`src/rtl/bcd_pkg.sv`:
```
// Shared types and constants for the serial packed-BCD adder.
package bcd_pkg;

  typedef enum logic [1:0] {
    IDLE = 2'd0,
    ADD  = 2'd1,
    DONE = 2'd2
  } state_e;

  typedef logic [3:0] digit_t;

  localparam logic [4:0] BCD_MAX  = 5'd9;
  localparam logic [4:0] BCD_CORR = 5'd6;

endpackage

```
`src/rtl/bcd_digit_add.sv`:
```
// Combinational one-digit BCD adder with decimal carry in/out.
module bcd_digit_add
  import bcd_pkg::*;
(
  input  digit_t a_d,
  input  digit_t b_d,
  input  logic   cin,
  output digit_t digit,
  output logic   cout
);

  logic [4:0] raw;
  logic [4:0] corr;

  always_comb begin
    raw  = {1'b0, a_d} + {1'b0, b_d} + {4'b0000, cin};
    corr = raw + BCD_CORR;
    if (raw > BCD_MAX) begin
      digit = corr[3:0];
      cout  = 1'b1;
    end else begin
      digit = raw[3:0];
      cout  = 1'b0;
    end
  end

endmodule

```
`src/rtl/bcd_serial_adder_ctrl.sv`:
```
// N-digit packed-BCD adder that time-shares one digit adder, LSD first,
// with a start/busy/done handshake.
module bcd_serial_adder_ctrl
  import bcd_pkg::*;
#(
  parameter int DIGITS = 4
) (
  input  logic                clk,
  input  logic                rst_n,
  input  logic                start,
  input  logic [4*DIGITS-1:0] a,
  input  logic [4*DIGITS-1:0] b,
  output logic                busy,
  output logic                done,
  output logic [4*DIGITS-1:0] sum,
  output logic                cout,
  output logic                invalid
);

  localparam int W  = 4 * DIGITS;
  localparam int IW = $clog2(DIGITS) + 1;

  state_e          state_q, state_d;
  logic [W-1:0]    op_a_q, op_a_d;
  logic [W-1:0]    op_b_q, op_b_d;
  logic [W-1:0]    sum_q, sum_d;
  logic [IW-1:0]   idx_q, idx_d;
  logic            carry_q, carry_d;
  logic            cout_q, cout_d;
  logic            invalid_q, invalid_d;

  digit_t          a_dig, b_dig, s_dig;
  logic            dig_cout;

  function automatic logic has_bad_digit(input logic [W-1:0] v);
    logic bad;
    bad = 1'b0;
    for (int unsigned i = 0; i < DIGITS; i++) begin
      if ({1'b0, v[4*i +: 4]} > BCD_MAX) bad = 1'b1;
    end
    return bad;
  endfunction

  always_comb begin
    a_dig = '0;
    b_dig = '0;
    for (int unsigned i = 0; i < DIGITS; i++) begin
      if (idx_q == IW'(i)) begin
        a_dig = op_a_q[4*i +: 4];
        b_dig = op_b_q[4*i +: 4];
      end
    end
  end

  bcd_digit_add u_digit_add (
    .a_d   (a_dig),
    .b_d   (b_dig),
    .cin   (carry_q),
    .digit (s_dig),
    .cout  (dig_cout)
  );

  always_comb begin
    state_d   = state_q;
    op_a_d    = op_a_q;
    op_b_d    = op_b_q;
    sum_d     = sum_q;
    idx_d     = idx_q;
    carry_d   = carry_q;
    cout_d    = cout_q;
    invalid_d = invalid_q;
    case (state_q)
      IDLE: begin
        if (start) begin
          state_d   = ADD;
          op_a_d    = a;
          op_b_d    = b;
          sum_d     = '0;
          idx_d     = '0;
          carry_d   = 1'b0;
          cout_d    = 1'b0;
          invalid_d = has_bad_digit(a) | has_bad_digit(b);
        end
      end
      ADD: begin
        for (int unsigned i = 0; i < DIGITS; i++) begin
          if (idx_q == IW'(i)) sum_d[4*i +: 4] = s_dig;
        end
        carry_d = dig_cout;
        idx_d   = idx_q + 1'b1;
        if (idx_q == IW'(DIGITS - 1)) begin
          state_d = DONE;
          cout_d  = dig_cout;
        end
      end
      DONE:    state_d = IDLE;
      default: state_d = IDLE;
    endcase
  end

  always_ff @(posedge clk or negedge rst_n) begin
    if (!rst_n) begin
      state_q   <= IDLE;
      op_a_q    <= '0;
      op_b_q    <= '0;
      sum_q     <= '0;
      idx_q     <= '0;
      carry_q   <= 1'b0;
      cout_q    <= 1'b0;
      invalid_q <= 1'b0;
    end else begin
      state_q   <= state_d;
      op_a_q    <= op_a_d;
      op_b_q    <= op_b_d;
      sum_q     <= sum_d;
      idx_q     <= idx_d;
      carry_q   <= carry_d;
      cout_q    <= cout_d;
      invalid_q <= invalid_d;
    end
  end

  assign busy    = (state_q == ADD);
  assign done    = (state_q == DONE);
  assign sum     = sum_q;
  assign cout    = cout_q;
  assign invalid = invalid_q;

endmodule

```
`config.mk`:
```
export PLATFORM = sky130hd
export DESIGN_NAME = bcd_serial_adder_ctrl
export DESIGN_NICKNAME = d
export VERILOG_FILES = /design/src/rtl/bcd_pkg.sv /design/src/rtl/bcd_digit_add.sv /design/src/rtl/bcd_serial_adder_ctrl.sv
export SDC_FILE = /design/constraint.sdc
export NUM_CORES = 1
export LEC_CHECK = 0
export ABC_AREA = 1
export CAP_MARGIN = 20
export CORE_ASPECT_RATIO = 2
export CORE_MARGIN = 4
export CORE_UTILIZATION = 45
export CTS_CLUSTER_SIZE = 20
export DETAILED_ROUTE_END_ITERATION = 6
export GPL_ROUTABILITY_DRIVEN = 0
export PLACE_DENSITY = 0.77
export SLEW_MARGIN = 20
export SYNTH_ARGS = -nofsm -noshare
export SYNTH_HDL_FRONTEND = slang
export SYNTH_SLANG_ARGS = --single-unit
```
`constraint.sdc`:
```
create_clock -name clk -period 5 [get_ports clk]
set_clock_uncertainty 0.1 [all_clocks]
set_input_delay 1 -clock clk [delete_from_list [all_inputs] [get_ports clk]]
set_output_delay 1 -clock clk [all_outputs]
set_load 0.1 [all_outputs]
```
### Word-level counts from Yosys, hierarchy flattened

Cells that the tools add are included.

* output and inout port bits: 20
* register bits after elaboration: 56
* input port bits: 35

* equality and inequality tests: 10
* bitwise operators: 1
* reductions and logical operators: 10
* multiplexer cells: 37
* order comparisons: 9
* add/subtract/negate cells: 4

Operators by type and width (number)
* $mux 4: 13
* $gt 4x4->1 const B: 8
* $pmux 16 s2: 1
* $mux 16: 1
* $mux 1: 15
* $reduce_and 3->1: 4
* $ne 2x1->1 const B: 4
* $eq 3x2->1 const B: 2
* $pmux 3 s2: 1
* $reduce_and 2->1: 3
* $add 4x4->5: 1
* $add 5x1->5: 1
* $gt 5x4->1 const B: 1
* $add 4x3->4 const B: 1
* $mux 2: 2
* $pmux 1 s2: 2
* $pmux 2 s2: 1
* $add 3x1->3 const B: 1
* $eq 3x1->1 const B: 1
* $logic_not 3->1: 1
* $mux 3: 1
* $eq 2x1->1 const B: 1
* $eq 2x2->1 const B: 1
* $logic_not 2->1: 1
* 3 further kinds: 3

### Logic depth before layout (Yosys ltp)

Gate-level depths: netlist of run 1.

* depth after elaboration: 11
* mapped depth: 22

### Cells and area by module

From an unflattened synthesis of run 1, not the netlist that was laid out.

* cell total of the unflattened synthesis: 359
* area, all modules: 2915.3 um^2

Modules (own cells, without submodules)
* bcd_serial_adder_ctrl: seq. area each 1401.3 um^2, instances 1, area an instance 2615.0 um^2, cells an instance 312
* bcd_digit_add: seq. area each 0.0 um^2, instances 1, area an instance 300.3 um^2, cells an instance 47

### Worst setup path after synthesis of run 1

OpenSTA, ideal clock, no wires.

* kind: register to register
* start: reg idx_q[1]
* end: reg sum_q[7], in the netlist sum[7]
* required time: 4.780 ns
* stages on the path, launching flop included: 22
* data arrival time: 2.970 ns
* slack: 1.810 ns
* period minus slack after synthesis: 3.190 ns
* cells stage by stage: dfrtp_1 inv_1 ha_1 inv_2 nor2_4 nand2_1 nand3_1 o21ai_1 nor2_1 a21oi_1 fa_1 fa_1 nand2_1 nand2_2 ha_1 nand2_1 a21boi_4 nand2_4 nand2_8 nand3_4 nand3_1 nand2_1

* word-level cells in the longest chain between the ends: 11
* elaborated cells between the ends (all ways): 21

RTL lines
* start, declared: line bcd_serial_adder_ctrl.sv:27 `logic [IW-1:0] idx_q, idx_d;`
* start signal, assigned: line bcd_serial_adder_ctrl.sv:116 `idx_q <= idx_d;`
* $logic_not 3->1: line bcd_serial_adder_ctrl.sv:48 `if (idx_q == IW'(i)) begin`
* $mux 4 (4 in a row): line bcd_serial_adder_ctrl.sv:48
* $add 4x4->5: line bcd_digit_add.sv:16 `raw = {1'b0, a_d} + {1'b0, b_d} + {4'b0000, cin};`
* $add 5x1->5: line bcd_digit_add.sv:16
* $add 4x3->4 or $gt 5x4->1 (tied branches): line bcd_digit_add.sv:17, bcd_digit_add.sv:18
* $mux 4: line bcd_digit_add.sv:18 `if (raw > BCD_MAX) begin`
* $mux 4: line bcd_serial_adder_ctrl.sv:87 `if (idx_q == IW'(i)) sum_d[4*i +: 4] = s_dig;`
* $pmux 16 s2: line bcd_serial_adder_ctrl.sv:72 `case (state_q)`
* end signal, assigned: line bcd_serial_adder_ctrl.sv:115 `sum_q <= sum_d;`
* end, declared: line bcd_serial_adder_ctrl.sv:26 `logic [W-1:0] sum_q, sum_d;`

Parallel ways exist; a longest one is shown, timed or not. The select of a mux whose other input is x is not followed.
A chain may end at the register's enable or synchronous reset.

### Worst setup path in the final report of run 1

Same ends and word-level chain as after synthesis.

==> results.py, run 1 <==
metrics = {
    "die": {
        "die-area_um2": 7930,
        "start_util": 0.463,
        "die_width_um": 65,
        "die_h_um": 122,
        "rows": 41,
        "boundaryPins": 55,
        "core_um2": 6310,
    },
    "final_layout": {
        "syn_to_final_growth_pct": 26.0,
        "num_antenna_cells": 0,
        "nets": 454,
        "drive_gt1_frac": 0.110,
        "final_core_util": 0.584,
    },
    "global_route": {
        "grt_pass1_vias": 2377,
        "grt_most_used_layer": "met2",
        "use_met3": 0.0231,
        "grt_max_degree": 57,
        "grt_first_pass_wirelength_um": 10800,
        "gr-total-overflow": 0,
        "grt_use_met2": 0.334,
        "grt_use_total": 0.175,
        "antenna_found_initial": 0,
        "grtUsageMet1": 0.188,
    },
    "cts": {
        "cts_sinks": 56,
        "worstSkewPairLatency_ns": 0.29,
        "post_cts_resized": 0,
        "cts_buffer_depth": 2,
        "cts_tree": "done",
        "postCtsSetupBuffers": 0,
        "clk_pin_slew_ns": 0.07,
        "cts-root-buf": "clkbuf_16",
        "cts_buffers": 5,
        "cts_hold_buf": 0,
        "htreeDepth": 2,
    },
    "critical_path": {
        "crit_slowest_cell": "fa_1",
        "crit_fanout": 9,
        "path_common_cell": "nand2_1",
        "reg2regPathDepth": 21,
        "cp_data_arrival_time_ns": 3.67,
        "cp-start-kind": "flop",
        "required_ns": 5.08,
        "crit_family": "adder cells",
        "max_stage_delay_ns": 0.45,
        "path_depth": 21,
        "critPathBufInv": 2,
        "crit_chain": "inv_1, ha_1, inv_2, nor2_4, nand2_1, nand3_1, o21ai_1, nor2_1, a21oi_1, fa_1, fa_1, nand2_1, nand2_2, ha_1, nand2_1, a21boi_4, nand2_4, nand2_8, nand3_4, nand3_1, nand2_1",
        "path_class": "reg2reg",
        "end_kind": "flop",
    },
    "place": {
        "dpl.hpwl_um": 5150,
        "io_buffers": 54,
        "pre_cts_slack_ns": 1.43,
    },
    "sta": {
        "tightest_slew_ns": 0.971,
        "hold_slack_ns": 0.384,
        "period_minus_slack_ns": 3.59,
        "max_freq_ghz": 0.278,
        "slew_violations": 0,
        "finalCritPeriodShare": 0.719,
        "report.final.setup_viol": 0,
        "rsz0062_at_grt": "no",
        "tns_ns": 0,
        "setup_slack_ns": 1.41,
        "slew_headroom": 0.351,
        "hold_viol_final": 0,
    },
    "synth": {
        "synth_cell_types": 32,
        "yosysSeqAreaShare": 0.479,
        "ys_warn_count": 0,
        "ys_seq_elements": 56,
        "synth_nets": 401,
        "syn_area_um2": 2920,
        "syn_area_per_cell_um2": 8.24,
        "syn_inst": 355,
    },
    "drt": {
        "drt-total-wl_um": 6600,
        "ant_nets": 0,
        "detail_route.iter0.violations": 111,
        "drtPass1Iterations": 4,
        "drc": 0,
        "avgRoutedWirePerCell_um": 13.4,
        "vias": 2480,
        "vias_per_cell": 5.02,
    },
    "flow_run": {
        "max_cap_viol_count": 0,
    },
    "min_path": {
        "hold_class": "reg2reg",
        "hold_depth": 2,
    },
    "outcome": {
        "status": "complete, no violations",
    },
}
## worst min-delay path, delay by kind of cell, from the launching register on
kind / cells / cell delay (ns)
flip-flops: 1 / 0.35
AND/OR/NAND/NOR: 2 / 0.10
## through the flow
stage / instances / area [um^2]
CTS: 494 / 3680
finish: 494 / 3680
global placement: 487 / 3540
floorplan: 355 / 2920
global route: 494 / 3680
detailed placement: 487 / 3540
## per-layer routing
metal	wire (um)	part of all wire
met1	2530	0.38
met2	3660	0.55
met3	222	0.034
met4	189	0.029
met5	0	0
## kinds of logic (layout without fill, tap and decap cells)
family          Yosys count  in the layout  synth area share
buf+inv                  42             95            0.0569
simple gates            198            198             0.311
compound gates           48             48             0.101
flops                    56             56             0.479
fa+ha+maj                11             11            0.0522
## placed cells by master (no fill, tap or decap), types with 3 or more instances in the layout
| cell type | n |
|---|---|
| nand2_1 | 148 |
| dfrtp_1 | 56 |
| clkdlybuf4s50_1 | 53 |
| inv_1 | 21 |
| o21ai_1 | 19 |
| nand3_1 | 15 |
| o21ai_0 | 12 |
| inv_2 | 11 |
| ha_1 | 9 |
| nand4_1 | 8 |
| nor2_1 | 6 |
| clkbuf_16 | 5 |
| nand2_2 | 4 |
| nand3_2 | 4 |
| nand2_4 | 4 |
| nor2_4 | 3 |
| a21oi_1 | 3 |
| o22ai_1 | 3 |
## cell type report
type,count,area (um^2)
inverters,32,120
multi-input cells,257,1360
flip-flops and latches,56,1400
clock buffers,6,139
clock inverters,1,8.76
fillers,601,2630
repair buffers,56,551
well taps,86,108
## final timing paths
kind,startpoint,endpoint,slack [ns]
setup / recovery,idx_q[1],sum[7],1.41
hold / removal,sum[15],sum[15],0.38
setup reg to reg,idx_q[1],sum[7],1.41
hold reg to reg,sum[15],sum[15],0.38
max in group asynchronous,rst_n,op_b_q[1],3.60
min in group asynchronous,rst_n,op_a_q[7],0.73
## flip-flops by register name, summed over array words and instances, names as in the netlist
signal	cells
op_a_q	16
op_b_q	16
sum	16
idx_q	3
state_q	2
carry_q	1
cout	1
invalid	1
## synthesized netlist by cell type, drive strengths merged
| master | instances | share of area |
|---|---|---|
| dfrtp | 56 | 0.48 |
| nand3 | 20 | 0.045 |
| a41oi | 1 | 0.0030 |
| or2 | 1 | 0.0021 |
| a21boi | 1 | 0.0064 |
| nor2 | 10 | 0.021 |
| nand4 | 8 | 0.017 |
| buf | 7 | 0.012 |
| nor3 | 1 | 0.0017 |
| nand2 | 157 | 0.22 |
| fa | 2 | 0.014 |
| o22ai | 3 | 0.0064 |
| and2 | 1 | 0.0021 |
| a21oi | 6 | 0.017 |
| o21ai | 33 | 0.059 |
| inv | 32 | 0.041 |
| ha | 9 | 0.039 |
| a31oi | 2 | 0.0043 |
| clkbuf | 3 | 0.0039 |
| o211ai | 2 | 0.0051 |
Power of run 1 is left out: the tool's default activity adds up to more than one toggle a clock period on the data nets, which glitch-free logic cannot reach.
==> run 2, diff against run 1 <==
Clock period 5 ns to 3.7 ns, I/O delays scaled along.
==> run 2 against run 1 <==
- utilization grew 0.75 points
- sequential share of layout area is 0.48 points lower
- global-route usage increased by 1.0 points
- die area stayed put
- design area rose by 1.3%
- first-iteration DRC count fell by 31%
- fmax rose by 4.7%
- worst setup slack got worse by 1.1 ns
- hold slack worse by 0.0055 ns
- critical path depth is the same
- largest cell class unchanged
- cell count grew 1.4%
- non-clock buffer count rose by 6
==> results.py, run 2 (synthesis gave the netlist of run 1 again) <==
metrics = {
    "outcome": {
        "status": "complete, no violations",
    },
    "cts": {
        "cts_sinks": 56,
        "cts_buffer_depth": 2,
        "htreeDepth": 2,
        "cts-root-buf": "clkbuf_16",
        "cts_tree": "done",
        "cts_hold_buf": 0,
        "worstSkewPairLatency_ns": 0.30,
        "clk_pin_slew_ns": 0.07,
        "cts_buffers": 5,
    },
    "global_route": {
        "grt_first_pass_wirelength_um": 11200,
        "antenna_found_initial": 0,
        "grt_max_degree": 38,
        "grt_use_total": 0.185,
        "grt_pass1_vias": 2513,
        "gr-total-overflow": 0,
    },
    "place": {
        "dpl.hpwl_um": 5320,
        "pre_cts_slack_ns": 0.163,
        "dpl-instance-area_um2": 3540,
        "io_buffers": 54,
        "dp.cells": 488,
    },
    "drt": {
        "detail_route.iter0.violations": 77,
        "drt-total-wl_um": 6770,
        "avgRoutedWirePerCell_um": 13.5,
        "drc": 0,
        "vias_per_cell": 5.03,
        "ant_nets": 0,
        "drtPass1Iterations": 4,
        "vias": 2519,
    },
    "die": {
        "die_h_um": 122,
        "boundaryPins": 55,
        "start_util": 0.463,
        "core_um2": 6310,
        "rows": 41,
        "die_width_um": 65,
        "die-area_um2": 7930,
    },
    "sta": {
        "slew_violations": 0,
        "period_minus_slack_ns": 3.43,
        "max_freq_ghz": 0.291,
        "tightest_slew_ns": 0.979,
        "report.final.setup_viol": 0,
        "hold_viol_final": 0,
        "finalCritPeriodShare": 0.928,
        "setup_slack_ns": 0.268,
        "slew_headroom": 0.345,
    },
    "critical_path": {
        "crit_fanout": 9,
        "cp-start-kind": "flop",
        "path_common_cell": "nand2_1",
        "critPathBufInv": 3,
        "cp_data_arrival_time_ns": 3.53,
        "r2r_start": "idx_q[1]",
        "end_kind": "flop",
        "reg2regPathDepth": 21,
        "max_stage_delay_ns": 0.40,
        "crit_family": "adder cells",
        "worstReg2RegEnd": "sum[1]",
        "path_class": "reg2reg",
        "required_ns": 3.80,
        "crit_chain": "inv_1, ha_1, inv_2, nor2_4, nand2_1, nand3_1, o21ai_1, nor2_1, a21oi_1, fa_2, fa_1, inv_1, nand2_1, nand2_2, ha_1, nand2_1, a21boi_4, nand2_4, nand3_2, nand4_1, nand2_1",
        "reg2reg_setup_slack_ns": 0.27,
        "crit_slowest_cell": "dfrtp_1",
    },
    "final_layout": {
        "drive_gt1_frac": 0.133,
        "fin_area_um2": 3730,
        "nets": 460,
        "num_antenna_cells": 0,
        "instances_no_fill": 501,
        "fillers": 578,
        "mostFrequentLayoutCell": "nand2_1",
        "syn_to_final_growth_pct": 27.6,
        "final_cell_mix": "nand2_1 (148), dfrtp_1 (56), clkdlybuf4s50_1 (51)",
    },
    "min_path": {
        "hold_class": "in2async",
    },
    "flow_run": {
        "max_cap_viol_count": 0,
    },
}
## run 2: changes by cell type in the layout (fill, tap and decap cells not counted), sizes merged
cell / before / now
clkdlybuf4s50: 53 / 51
inv: 32 / 33
buf: 3 / 11
## run 2: stage by stage
step,hold WS [ns],util,TNS [ns]
after detailed placement,0.365,0.561,0
final,0.379,0.591,0
after floorplan,0.344,-,0
after CTS,0.384,0.585,0
after global routing,0.403,0.591,-0.0129
after global placement,0.366,0.561,0
## run 2: worst max-delay path by stage
stage / start / endpoint / depth (start not counted)
finish: idx_q[1] / sum[1] / 21
global route: idx_q[0] / sum[7] / 21
CTS: idx_q[1] / sum[7] / 21
detailed placement: idx_q[1] / sum[7] / 21
global placement: idx_q[1] / sum[7] / 21
floorplan: idx_q[1] / sum[7] / 21
## run 2: repair_timing
| action | CTS | global route |
|---|---|---|
| hold endpoints to repair | 0 | 0 |
| setup buffers | 0 | 5 |
| endpoints found under the setup margin | 0 | 12 |
| gates resized for setup | 0 | 1 |
## run 2: area by class of cell
type / instances / area (um^2) / area share
multi-input combinational: 257 / 1360 / 0.364
tap: 86 / 108 / 0.0288
clock inverter: 2 / 13.8 / 0.00369
timing repair buffer: 62 / 591 / 0.158
inverter: 32 / 120 / 0.0322
sequential: 56 / 1400 / 0.376
clock buffer: 6 / 139 / 0.0372
## run 2: per-layer routing
metal / routed length, um / track usage
met5: 0 / 0
met4: 286 / 0.109
met3: 223 / 0.0341
met2: 3820 / 0.344
met1: 2440 / 0.186
Power of run 2 is left out for the same reason.
==> run 3, diff against run 2 <==
Settings changed: ABC_AREA 1 to unset, SLEW_MARGIN 20 to unset.
==> run 3 against run 2 <==
- sequential share of layout area fell by 0.31 points
- synthesized area is 2.3% lower
- global-route usage grew 0.69 points
- critical path depth is 4 lower
- sequential cell count unchanged
- synthesized cell count down 5.6%
- worst setup slack got worse by 0.071 ns
- non-clock buffer count grew 6
- highest routed layer unchanged
==> results.py, run 3 <==
metrics = {
    "drt": {
        "drtPass1Iterations": 6,
        "drt-total-wl_um": 6980,
        "ant_nets": 0,
        "detail_route.iter0.violations": 111,
        "drc": 0,
        "vias_per_cell": 5.21,
        "vias": 2488,
        "avgRoutedWirePerCell_um": 14.6,
    },
    "sta": {
        "max_freq_ghz": 0.285,
        "finalCritPeriodShare": 0.947,
        "tightest_slew_ns": 0.972,
        "setup_slack_ns": 0.196,
        "slew_violations": 0,
        "hold_viol_final": 0,
        "period_minus_slack_ns": 3.50,
        "slew_headroom": 0.350,
        "rsz0062_at_grt": "no",
        "report.final.setup_viol": 0,
    },
    "synth": {
        "synth.area.top_cells": "dfrtp_1 (49%), nand2_1 (16%), o21ai_0 (5.8%)",
        "ys_seq_elements": 56,
        "ys_top_cells_by_count": "nand2_1 (122), dfrtp_1 (56), o21ai_0 (33)",
        "synth_largest_area_cell": "dfrtp_1",
        "synth-main-ff-cell": "dfrtp_1",
        "yosys.area.top_type_share": 0.491,
        "syn_area_um2": 2860,
        "syn_area_per_cell_um2": 8.53,
        "async_flop_share": 1.00,
        "yosysSeqAreaShare": 0.491,
        "synth_edf_count": 0,
        "synth_nets": 381,
        "syn_inst": 335,
        "ys_warn_count": 0,
        "yosysMostFrequentCell": "nand2_1",
        "synth_cell_types": 36,
    },
    "critical_path": {
        "end_kind": "flop",
        "startpoint": "idx_q[0]",
        "cp-start-kind": "flop",
        "path_class": "reg2reg",
        "r2r_start": "idx_q[0]",
        "reg2reg_setup_slack_ns": 0.20,
        "worstReg2RegEnd": "sum[14]",
        "crit_fanout": 5,
        "cp-endpoint": "sum[14]",
        "required_ns": 3.82,
        "reg2regPathDepth": 17,
        "cp_data_arrival_time_ns": 3.63,
    },
    "cts": {
        "worstSkewPairLatency_ns": 0.30,
        "clk_pin_slew_ns": 0.07,
        "cts_buffer_depth": 2,
        "cts_sinks": 56,
        "cts-root-buf": "clkbuf_16",
        "cts_hold_buf": 0,
        "cts_tree": "done",
        "cts_buffers": 5,
        "htreeDepth": 2,
    },
    "final_layout": {
        "mostFrequentLayoutCell": "nand2_1",
        "syn_to_final_growth_pct": 31.7,
        "drive_gt1_frac": 0.117,
        "num_antenna_cells": 0,
        "final_cell_mix": "nand2_1 (122), dfrtp_1 (56), clkdlybuf4s50_1 (51)",
        "nets": 439,
    },
    "global_route": {
        "grt_pass1_vias": 2539,
        "grt_max_degree": 41,
        "grt_first_pass_wirelength_um": 11600,
        "gr-total-overflow": 0,
        "antenna_found_initial": 0,
        "grt_use_total": 0.192,
    },
    "min_path": {
        "hold_class": "reg2reg",
    },
    "die": {
        "rows": 40,
        "die_width_um": 64.3,
        "die-area_um2": 7760,
        "core_um2": 6110,
        "start_util": 0.468,
        "boundaryPins": 55,
        "die_h_um": 121,
    },
    "outcome": {
        "status": "complete, no violations",
    },
    "place": {
        "pre_cts_slack_ns": -0.108,
        "io_buffers": 54,
        "dpl.hpwl_um": 5330,
    },
    "flow_run": {
        "max_cap_viol_count": 0,
    },
}
## run 3: worst max-delay path, stage by stage (launching register included)
cell       delay (ns)
dfrtp_1          0.44
inv_2            0.11
ha_4             0.14
nand2_1          0.05
nor2_1           0.11
a21oi_1          0.05
o21ai_1          0.15
a22oi_2          0.09
fa_2             0.42
fa_2             0.42
xor2_4           0.17
ha_2             0.20
buf_4            0.13
a21bo_2          0.13
o311ai_1         0.12
nor3b_2          0.32
a2bb2oi_4        0.12
o21ai_1          0.14
## run 3: per-stage QoR
step                utilization  instance area [um^2]  setup TNS, ns  cells  hold slack, ns
floorplan                     -                  2870              0    335           0.344
detailed placement        0.577                  3520         -0.374    468           0.364
global placement          0.577                  3520              0    468           0.358
finish                    0.616                  3760              0    478           0.376
global route              0.616                  3760              0    478           0.400
CTS                       0.606                  3700              0    476           0.381
## run 3: repair_timing
| item | in CTS | in global routing |
|---|---|---|
| cloned | 0 | 0 |
| buffers inserted | 0 | 2 |
| setup endpoints to repair | 4 | 14 |
| gates resized for setup | 2 | 15 |
| hold endpoints to repair | 0 | 0 |
| pin swaps | 0 | 7 |
## run 3: logic make-up (layout without fill, tap and decap cells)
kind of cell / Yosys count / count (layout) / synth area share
compound gates: 70 / 70 / 0.162
xor+xnor: 1 / 1 / 0.00307
fa+ha+maj: 11 / 11 / 0.0534
buf+inv: 25 / 84 / 0.0359
flops: 56 / 56 / 0.491
mux: 2 / 2 / 0.00701
simple gates: 170 / 170 / 0.248
## run 3: metal layers
layer,track usage,up-vias,part of all wire
met5,0,-,0
met4,0.0887,0,0.038
met2,0.370,77,0.56
met3,0.0344,15,0.042
met1,0.191,1162,0.36
li1,-,1234,-
## run 3: final cells by class
class                           instances  area (um^2)
Inverter                                8         30.0
Clock inverter                          3         46.3
Sequential cell                        56         1400
Clock buffer                            5          125
Multi-Input combinational cell        254         1420
Tap cell                               84          105
Fill cell                             573         2340
Timing Repair Buffer                   68          636
## run 3: worst min-delay path by stage
stage,startpoint,cells after the start,end,slack [ns]
2_1_floorplan,rst_n,0,carry_q,0.34
3_3_place_gp,invalid,2,invalid,0.36
3_5_place_dp,invalid,2,invalid,0.36
4_1_cts,invalid,2,invalid,0.38
5_1_grt,invalid,2,invalid,0.40
6_report,invalid,2,invalid,0.38
Power of run 3 is left out for the same reason.
==> variant 1 (settings of run 3) <==
Set the parameter `DIGITS` to 8 (it was 4).
--- a/src/rtl/bcd_serial_adder_ctrl.sv
+++ b/src/rtl/bcd_serial_adder_ctrl.sv
@@ -3,7 +3,7 @@
 module bcd_serial_adder_ctrl
   import bcd_pkg::*;
 #(
-  parameter int DIGITS = 4
+  parameter int DIGITS = 8
 ) (
   input  logic                clk,
   input  logic                rst_n,
Interface: changed (resized a, b and sum); port bits go from 55 to 103. The function was not compared with the original's and may differ.
==> variant 1 against run 3 <==
Wire length rose by 110%. Final area rose by 89%. Utilization up 3.0 points. Critical endpoint is now sum[2]. Worst hold slack got worse by 0.048 ns. Global-route usage increased by 2.9 points. Sequential cell count increased by 49. Worst setup slack got worse by 0.52 ns. Largest cell class is now registers. The flow now finishes with violations (negative setup slack). Synthesized area increased by 78%.
Power is not shown: default switching activity piles up to over one toggle a cycle in this logic, so the estimate is an artifact.
==> variant 1: results (changes against run 3) <==
| Metric | Value |
|---|---|
| WL met3 | `609 um (+110%)` |
| Total global-route track usage | `0.2213 (+0.02930)` |
| Post-synthesis cell type count | `46 (+28%)` |
| Slowest CP cell | `dfrtp_2` |
| Global-route wire length before repair | `23000 um (+99%)` |
| DR vias/cell | `5.499 (+5.7%)` |
| Register area share after synthesis | `0.5162 (+0.02564)` |
| H-tree levels | `3 (+1)` |
| Synth top cells by count | `254 x nand2_1, 105 x dfrtp_1, 53 x o21ai_0` |
| Clock latency on the worst-skew pair | `0.35 ns (+0.05 ns)` |
| Min-delay worst type | `in -> async` |
| Final wirelength | `14980 um (+110%)` |
| Largest net degree at the start of global routing | `54 (+32%)` |
| Worst Tran Pin Value | `0.9861 ns (+0.01451 ns)` |
| Final worst slack | `-0.3188 ns (-0.5153 ns)` |
| Final setup vio count | `24 (+24)` |
| Post-Synth Adder-Cell Area | `0.02753 (-0.02591)` |
| Iter 0 DRT Violations | `280 (+150%)` |
| Input/output buffers | `102 (+89%)` |
| Worst Path Arrival | `4.18 ns (+0.55 ns)` |
| M1 WL | `4953 um (+97%)` |
| Number of global-route vias before repair | `4942 (+95%)` |
| CTS buffer count | `9 (+4)` |
| Met2 wire length | `8235 um (+110%)` |
| Nets | `815 (+86%)` |
| Xor and xnor area share after synthesis | `0.008850 (+0.005783)` |
| Layout cell share with drive strength beyond 1 | `0.1655 (+0.04879)` |
| Failing checks | `negative setup slack` |
| Outcome | `complete, but fails checks` |
==> variant 1: cell count changes after synthesis, sizes merged, moves of 7 or more <==
cell	before	now
nand2	122	254
dfrtp	56	105
nand3	21	5
o21ai	39	55
a21oi	11	24
clkbuf	15	24
o31ai	1	10
a211oi	0	8
nand3b	1	8
==> variant 1: cells by family after synthesis <==
kind of cell               count (synthesis)
adders and majority gates                 10
DFF                                      105
buffers and inverters                     37
AOI/OAI and AO/OA                        119
xor gates and xnor gates                   3
and+or+nand+nor                          326
muxes                                      2
==> variant 1: path summary, 6_finish.rpt <==
kind | endpoint | slack [ns] | depth (start not counted)
max | sum[2] | -0.32 | 16
min | op_a_q[1] | 0.33 | 1
max reg2reg | sum[2] | -0.32 | 16
min reg2reg | sum[3] | 0.37 | 2
max in group asynchronous | idx_q[1] | 2.43 | 2
min in group clk | sum[3] | 0.37 | 2
==> variant 1: metrics by stage <==
step           std cells  setup WS, ns  setup TNS (ns)
2_1_floorplan        602       -0.2160          -2.507
3_3_place_gp         858       -0.1837          -2.147
3_5_place_dp         858       -0.3642          -5.916
4_1_cts              877       -0.2467          -3.946
5_1_grt              883       -0.4725          -8.913
6_report             883       -0.3188          -5.623
==> variant 1: layer usage <==
layer  vias up  track usage
li1       2274            -
met1      2330       0.2125
met2       182       0.4135
met3        70      0.03107
met4         0       0.1824
met5         -            0
==> variant 1: layout make-up <==
type                    instances  area [um^2]  area share
well taps                     140        175.2     0.02460
flip-flops and latches        105         2630      0.3694
clock inverters                 5        63.81    0.008963
inverters                       7        28.78    0.004042
clock buffers                  11        232.7     0.03269
multi-input cells             460         2526      0.3548
repair buffers                155         1463      0.2054
==> variant 1: worst max-delay path: cells and delay by family, from the launching register on <==
kind | cells | cell delay, ns
AO/OA/AOI/OAI | 7 | 1.19
XOR/XNOR | 1 | 0.17
adder cells (fa/ha/maj) | 4 | 1.11
buffers and inverters | 2 | 0.25
flip-flops | 1 | 0.44
multiplexers | 1 | 0.37
AND/OR/NAND/NOR | 1 | 0.33
==> variant 1: repair_timing <==
| action | in CTS | in global routing |
|---|---|---|
| resized for setup | 34 | 27 |
| pin swaps | 11 | 8 |
| setup endpoints to repair | 25 | 26 |
| setup buffers | 3 | 6 |
==> variant 2 (config.mk and constraints of run 3) <==
Made on the original files. The 3 states of `state_e` get a one-hot encoding in 3 bits.
--- a/src/rtl/bcd_pkg.sv
+++ b/src/rtl/bcd_pkg.sv
@@ -1,10 +1,10 @@
 // Shared types and constants for the serial packed-BCD adder.
 package bcd_pkg;
 
-  typedef enum logic [1:0] {
-    IDLE = 2'd0,
-    ADD  = 2'd1,
-    DONE = 2'd2
+  typedef enum logic [2:0] {
+    IDLE = 3'b001,
+    ADD  = 3'b010,
+    DONE = 3'b100
   } state_e;
 
   typedef logic [3:0] digit_t;
Check against the original RTL: no difference found for any inputs over 10 cycles, from zero or initial values and one cycle with rst_n low; not proved beyond that.
==> variant 2 against run 3 <==
Critical endpoint is now sum[1]. Worst setup slack worse by 0.062 ns. Critical path type unchanged. Wire length down 1.3%. Synthesized area decreased by 1.6%. Sequential cell count is 1 higher. Largest cell class is now registers. Final area increased by 0.83%. Synthesized cell count down 5.4%. Final cell count decreased by 2.1%.
Power is not shown: default switching activity piles up to over one toggle a cycle in this logic, so the estimate is an artifact.
==> variant 2: results (changes against run 3) <==
| Metric | Value |
|---|---|
| Outcome | `completed` |
| Async SR Flop Fraction | `1.000 (unchanged)` |
| Clock latency on the worst-skew pair | `0.33 ns (+0.03 ns)` |
| Detailed-router iteration count before antenna repair | `4 (-2)` |
| Worst-path fanout max | `4 (-1)` |
| CP top delay family | `adder cells` |
| Area after DPL | `3502 um^2 (-0.57%)` |
| Post-synthesis cell type count | `39 (+8.3%)` |
| Nets | `427 (-2.7%)` |
| Register area share after synthesis | `0.5078 (+0.01721)` |
| Critical R2R Launch | `idx_q[1]` |
| Diode count | `0 (unchanged)` |
| Max-cap viol count | `0 (unchanged)` |
| Top post-synthesis cells by area | `dfrtp_1 50%, nand2_1 17%, o21ai_0 4.5%` |
| Total global-route track usage | `0.1968 (+0.004779)` |
| DP Wirelength | `5297 um (-0.66%)` |
| Slowest stage delay, CP | `0.40 ns (-0.04 ns)` |
| WL per Instance | `14.71 um (+0.80%)` |
| H-tree levels | `3 (+1)` |
| Iter 0 DRT Violations | `119 (+7.2%)` |
| Worst setup slack after placement | `0.03064 ns (+0.1385 ns)` |
| Vias | `2427 (-2.5%)` |
| Largest net degree at the start of global routing | `45 (+9.8%)` |
| Synth top cells by count | `125 x nand2_1, 56 x dfrtp_1, 25 x o21ai_0` |
| CTS buffer count | `9 (+4)` |
| Clock Tree Buf Depth | `2 (unchanged)` |
| Root buf cell | `clkbuf_16` |
| CTS clk-pin slew, worst paths | `0.05 ns (-0.02 ns)` |
| Global-route wire length before repair | `11280 um (-2.4%)` |
| Worst Tran Pin Value | `0.9813 ns (+0.009690 ns)` |
| Number of global-route vias before repair | `2506 (-1.3%)` |
| Syn_nets | `363 (-4.7%)` |
| Crit Path Category | `reg -> reg` |
| Min-delay src | `invalid` |
| Layout cell share with drive strength beyond 1 | `0.1380 (+0.02127)` |
-- variant 2: cell types whose count changed after synthesis, sizes merged, moves of 3 or more --
cell	delta
nand3	-14
o21ai	-8
a22o	+5
clkbuf	-4
nand2	+4
mux2	+3
-- variant 2: cell families after synthesis --
logic type               Yosys count  synth area share
adder cells (fa/ha/maj)           11           0.05430
multiplexers                       4           0.01691
AO/OA/AOI/OAI                     64            0.1504
flip-flops                        57            0.5078
AND/OR/NAND/NOR                  157            0.2319
XOR/XNOR                           2          0.008903
buffers and inverters             22           0.02982
-- variant 2: routing by layer --
layer,wire length [um],track usage,part of all wire
met3,270,0.04307,0.039
met5,0,0,0
met2,3830,0.3584,0.56
met4,343,0.1394,0.050
met1,2442,0.1869,0.35
-- variant 2: what timing repair did --
item | in CTS | in global routing
setup buffers | 0 | 2
setup endpoints to repair | 0 | 12
gates resized for setup | 0 | 9
-- variant 2: final timing paths --
path | depth (start not counted) | endpoint | slack (ns)
max reg2reg | 14 | sum[1] | 0.13
min | 2 | invalid | 0.37
min in group asynchronous | 1 | invalid | 0.46
min reg2reg | 2 | invalid | 0.37
max | 14 | sum[1] | 0.13
max in group asynchronous | 2 | op_b_q[4] | 2.28
-- variant 2: worst min-delay path: cells and delay by family (launching register included) --
family,cells,cell delay [ns]
simple gates,2,0.10
flops,1,0.34
-- variant 2: cell type report --
type,count,area [um^2]
clock buffers,13,240.2
fillers,529,2262
multi-input cells,238,1350
flip-flops and latches,57,1428
clock inverters,1,5.005
inverters,7,26.28
well taps,84,105.1
repair buffers,68,639.4
-- variant 2: per-stage QoR --
step                      instances  hold WS (ns)
after floorplan                 317        0.3444
after global placement          452        0.3533
after detailed placement        452        0.3548
after CTS                       466        0.3650
after global routing            468        0.3834
final                           468        0.3670
